### config.mk
export PLATFORM = sky130hd
export DESIGN_NAME = vram_row_prefetcher
export DESIGN_NICKNAME = d
export VERILOG_FILES = /design/src/rtl/vram_row_prefetcher.sv
export SDC_FILE = /design/constraint.sdc
export NUM_CORES = 2
export LEC_CHECK = 0
export BUFFER_PORTS_ARGS = -buffer_cell sky130_fd_sc_hd__buf_2
export CORE_MARGIN = 1.5
export CORE_UTILIZATION = 45
export DETAILED_ROUTE_END_ITERATION = 8
export PLACE_DENSITY = 0.72
export SLEW_MARGIN = 20
export SYNTH_ARGS = -nofsm -noshare
export SYNTH_HDL_FRONTEND = slang
export SYNTH_SLANG_ARGS = --single-unit
### constraint.sdc
create_clock -name clk -period 49.5 [get_ports clk]
set_input_delay 4.95 -clock clk [delete_from_list [all_inputs] [get_ports clk]]
set_output_delay 4.95 -clock clk [all_outputs]
set_load 0.05 [all_outputs]
### src/rtl/vram_row_prefetcher.sv
// Text-VRAM port owner: arbitrates the single BRAM port between the bus client and a
// character-row fetch engine that fills a double-buffered line store for the pixel decoder.
module vram_row_prefetcher #(
  parameter int WORDS_PER_ROW = 20,
  parameter int NUM_ROWS      = 30,
  parameter int ADDR_W        = 10
) (
  input  logic              clk,
  input  logic              reset,
  input  logic              line_start,
  input  logic [4:0]        row,
  input  logic [4:0]        rd_word_idx,
  output logic [31:0]       rd_word,
  output logic              fetch_busy,
  output logic              fetch_done,
  output logic              line_overrun,
  input  logic              bus_req,
  input  logic              bus_we,
  input  logic [ADDR_W-1:0] bus_addr,
  input  logic [31:0]       bus_wdata,
  input  logic [3:0]        bus_be,
  output logic              bus_ack,
  output logic [31:0]       bus_rdata,
  output logic              bus_rvalid,
  output logic              vram_en,
  output logic [3:0]        vram_we,
  output logic [ADDR_W-1:0] vram_addr,
  output logic [31:0]       vram_wdata,
  input  logic [31:0]       vram_rdata
);

  localparam int VRAM_WORDS = NUM_ROWS * WORDS_PER_ROW;
  localparam int IDX_W      = $clog2(WORDS_PER_ROW);

  typedef enum logic [1:0] {IDLE, FETCH, DRAIN, DONE} state_t;

  state_t            state;
  logic [IDX_W-1:0]  word_cnt;
  logic [ADDR_W-1:0] base;
  logic              cap_valid;
  logic [IDX_W-1:0]  cap_idx;
  logic              disp_bank;
  logic              rd_oob;
  logic [31:0]       bank [2][WORDS_PER_ROW];

  logic grant;
  logic bus_in_range;
  logic row_valid;

  assign bus_in_range = 32'(bus_addr) < VRAM_WORDS;
  assign row_valid    = 32'(row) < NUM_ROWS;
  // The fetch engine owns the port for every FETCH cycle; any other state may serve the bus.
  assign grant        = bus_req && (state != FETCH);

  always_comb begin
    bus_ack    = grant;
    vram_en    = 1'b0;
    vram_we    = '0;
    vram_addr  = '0;
    vram_wdata = '0;
    if (state == FETCH) begin
      vram_en   = 1'b1;
      vram_addr = base + ADDR_W'(word_cnt);
    end else if (grant && bus_in_range) begin
      vram_en    = 1'b1;
      vram_we    = bus_we ? bus_be : '0;
      vram_addr  = bus_addr;
      vram_wdata = bus_wdata;
    end
  end

  always_comb begin
    rd_word = '0;
    if (32'(rd_word_idx) < WORDS_PER_ROW)
      rd_word = bank[disp_bank][rd_word_idx];
  end

  assign bus_rdata = (bus_rvalid && !rd_oob) ? vram_rdata : '0;

  always_ff @(posedge clk or posedge reset) begin
    if (reset) begin
      state        <= IDLE;
      word_cnt     <= '0;
      base         <= '0;
      cap_valid    <= 1'b0;
      cap_idx      <= '0;
      disp_bank    <= 1'b0;
      rd_oob       <= 1'b0;
      fetch_busy   <= 1'b0;
      fetch_done   <= 1'b0;
      line_overrun <= 1'b0;
      bus_rvalid   <= 1'b0;
      for (int unsigned b = 0; b < 2; b++)
        for (int unsigned w = 0; w < WORDS_PER_ROW; w++)
          bank[b][w] <= '0;
    end else begin
      bus_rvalid <= grant && !bus_we;
      rd_oob     <= !bus_in_range;
      fetch_done <= 1'b0;
      cap_valid  <= 1'b0;

      // BRAM data lags the issued address by one cycle, so each word lands one cycle late.
      if (cap_valid)
        bank[~disp_bank][cap_idx] <= vram_rdata;

      if (line_start && (state != IDLE))
        line_overrun <= 1'b1;

      case (state)
        IDLE: begin
          if (line_start) begin
            fetch_busy <= 1'b1;
            if (row_valid) begin
              state    <= FETCH;
              word_cnt <= '0;
              base     <= ADDR_W'(row) * ADDR_W'(WORDS_PER_ROW);
            end else begin
              state      <= DONE;
              fetch_done <= 1'b1;
              for (int unsigned w = 0; w < WORDS_PER_ROW; w++)
                bank[~disp_bank][w] <= '0;
            end
          end
        end
        FETCH: begin
          cap_valid <= 1'b1;
          cap_idx   <= word_cnt;
          word_cnt  <= word_cnt + 1'b1;
          if (word_cnt == IDX_W'(WORDS_PER_ROW - 1))
            state <= DRAIN;
        end
        DRAIN: begin
          state      <= DONE;
          fetch_done <= 1'b1;
        end
        DONE: begin
          state      <= IDLE;
          fetch_busy <= 1'b0;
          disp_bank  <= ~disp_bank;
        end
        default: state <= IDLE;
      endcase
    end
  end

endmodule

==> results.yml <==
clocking:
  clock_latency_ns: 0.79
  clock_sinks: 1307
  clockBufferDepth: 3
  clk_pin_slew_ns: 0.06
  cts_tree: "built"
  cts_buffers: 134
  root_buffer: "clkbuf_16"
  postCtsHoldBufs: 0
  cts_resized: 0
  cts_setup_buffers: 0
  h-tree-depth: 4
worst_setup_path:
  crit_chain: "buf_8, buf_4, buf_6, buf_4, mux4_2, a22oi_1, and3_1, o32ai_1, buf_2"
  crit_top_cell: "buf_4"
  cp_slowest_stage_delay_ns: 0.94
  cpMaxStageDelayCell: "buf_4"
  start_kind: "input pin"
  end_kind: "output pin"
  required_ns: 44.55
  cp_data_arrival_time_ns: 9.65
  critical_path.max_fanout: 55
  worst-setup-path-type: "input pin to output pin"
sta:
  max_freq_mhz: 68.5
  grt_setup_unrepaired: "false"
  slew_viol_final: 0
  tightestPinTransition_ns: 1.25
  max_slew_margin: 0.170
  clock_skew_ns: 0.0347
  tns_ns: 0
  setup_violations: 0
  hold_viol: 0
  finalCritPeriodShare: 0.295
  period_needed_ns: 14.60
synth:
  ys_warn_count: 0
  synth_fp_nets: 7026
  synth_area_mm2: 0.0634
  yosys-top-cells-area: "dfrtp_1, nand2_1, a21oi_1, mux4_2, mux2i_1"
  ys_seq_area_frac: 0.516
  netlist.area_leader.share: 0.516
  yosysUniqueCellTypes: 55
  async_reset_ff_frac: 1.00
  synth-seq-cells: 1307
  syn_inst: 6917
  synth_edf_count: 0
  synth.avg_cell_area_um2: 9.16
  synth_top_cell_by_area: "dfrtp_1"
  synth-main-ff-cell: "dfrtp_1"
layout:
  mostFrequentLayoutCell: "nand2_1"
  final_nets: 6810
  drive_gt1_frac: 0.134
  diodes: 0
  final_cell_mix: "nand2_1, dfrtp_1, a21oi_1, mux4_2, buf_2"
  synthToLayoutAreaGrowth_pct: 9.93
  fin_area_mm2: 0.0697
  fill_cells: 12400
detailed_routing:
  dr_wl_met2_mm: 98.1
  met1_length_mm: 78.7
  met3_length_mm: 24.9
  vias_per_cell: 6.14
  drt-pass1-iter-count: 7
  top_layer_used: "met5"
  wl_per_cell_um: 24.6
  drc: 0
  drt_iter0_drc: 7165
  vias: 53400
  wirelength_mm: 214
  ant_nets: 0
die:
  die_area_mm2: 0.143
  fp.dieH_um: 378
  core_area_mm2: 0.140
  start_util: 0.454
  die_width_um: 378
  io_pins: 209
  rows: 137
grt:
  grt_pass1_wl_mm: 325
  grt_max_degree: 221
  grt.total_usage: 0.299
  grt-ovfl-total: 0
  grt_pass1_vias: 52500
  antenna_found_initial: 11
place:
  portBuffers: 208
  gp_congestion: 0.872
  dp_hpwl_mm: 121
  dpl_cell_area_mm2: 0.0651
power:
  pwr-share-comb: 0.306
  p_sw_uw: 1390
  ir_drop_mv: 0.0466
  intPower_uw: 2730
  switching_share: 0.338
  power.density_mw_per_mm2: 59.1
  clkPwrFrac: 0.255
  seqPwrFrac: 0.439
  p_leak_uw: 0.0307
flow_run:
  maxCapViolCount: 0
outcome:
  outcome: "finished, final reports clean"
min_path:
  hp-class: "flip-flop to flip-flop"
per-stage QoR:
step                power [uW]   util  worst slack (ns)  hold WS (ns)  std cells
floorplan                 2730      -              7.71         0.485       6917
global placement          2980  0.466             34.59         0.439       8440
detailed placement        3060  0.466             34.55         0.459       8441
CTS                       4100  0.499             34.56         0.472       8684
global route              4330  0.499             34.55         0.489       8684
finish                    4120  0.499             34.90         0.471       8684
metal layers:
layer / track usage / vias to the layer above
met1: 0.389 / 26500
met4: 0.149 / 6
li1: - / 22700
met2: 0.469 / 3392
met5: 0 / -
met3: 0.0693 / 767
area by class of cell:
class                   count  area [um2]  area share
well taps                1876        2350      0.0337
multi-input cells        4906       27900       0.400
inverters                  11        48.8    0.000700
clock buffers             207        4130      0.0592
flip-flops and latches   1307       32700       0.469
clock inverters            36         404     0.00580
repair buffers            341        2180      0.0313
kinds of logic (layout without fill, tap and decap cells):
| logic type | count (synthesis) | count (layout) | share of synthesized area |
|---|---|---|---|
| AND/OR/NAND/NOR | 2900 | 2900 | 0.179 |
| flip-flops | 1307 | 1307 | 0.516 |
| multiplexers | 486 | 486 | 0.126 |
| adder cells (fa/ha/maj) | 16 | 16 | 0.00339 |
| AO/OA/AOI/OAI | 1495 | 1495 | 0.127 |
| XOR/XNOR | 9 | 9 | 0.00124 |
| buffers and inverters | 704 | 595 | 0.0471 |
Yosys cell counts, types with 17 or more instances:
| library cell | count |
|---|---|
| buf_1 | 33 |
| clkbuf_1 | 464 |
| and2_1 | 71 |
| nand3_1 | 26 |
| nor2_1 | 62 |
| a21oi_1 | 1299 |
| buf_4 | 25 |
| mux2i_1 | 196 |
| a22o_1 | 25 |
| a22oi_1 | 50 |
| nand2_1 | 2656 |
| o221ai_1 | 22 |
| mux2_2 | 46 |
| dfrtp_1 | 1307 |
| mux4_2 | 244 |
| o21ai_0 | 17 |
| buf_2 | 165 |
flip-flops by register name (all words and copies together), names as in the netlist:
| name | flops |
|---|---|
| bank | 1280 |
| base | 8 |
| bus_rvalid | 1 |
| cap_idx | 5 |
| cap_valid | 1 |
| disp_bank | 1 |
| fetch_busy | 1 |
| fetch_done | 1 |
| line_overrun | 1 |
| rd_oob | 1 |
| state | 2 |
| word_cnt | 5 |
critical path: cells and delay by family:
kind	cells	cell delay [ns]
AOI/OAI and AO/OA	2	0.89
buffers and inverters	5	3.05
and+or+nand+nor	1	0.26
muxes	1	0.38
path summary, 6_finish.rpt:
kind	startpoint	to	slack, ns	cells after the start
min in group asynchronous	reset	bank[887]	4.37	2
worst max register to register	state[1]	bank[754]	44.25	10
max in group asynchronous	reset	bank[654]	41.90	5
worst min-delay path	line_overrun	line_overrun	0.47	1
worst max-delay path	rd_word_idx[0]	rd_word[2]	34.90	9
worst min register to register	line_overrun	line_overrun	0.47	1
power groups by stage:
| stage | logic, uW | registers (uW) | clock network, uW |
|---|---|---|---|
| final | 1260 | 1810 | 1050 |
| after global routing | 1380 | 1860 | 1100 |
| after CTS | 1250 | 1800 | 1050 |
| after detailed placement | 1240 | 1820 | 0 |
| after global placement | 1190 | 1790 | 0 |
| after floorplan | 988 | 1740 | 0 |
(Power assumes the default switching activity.)
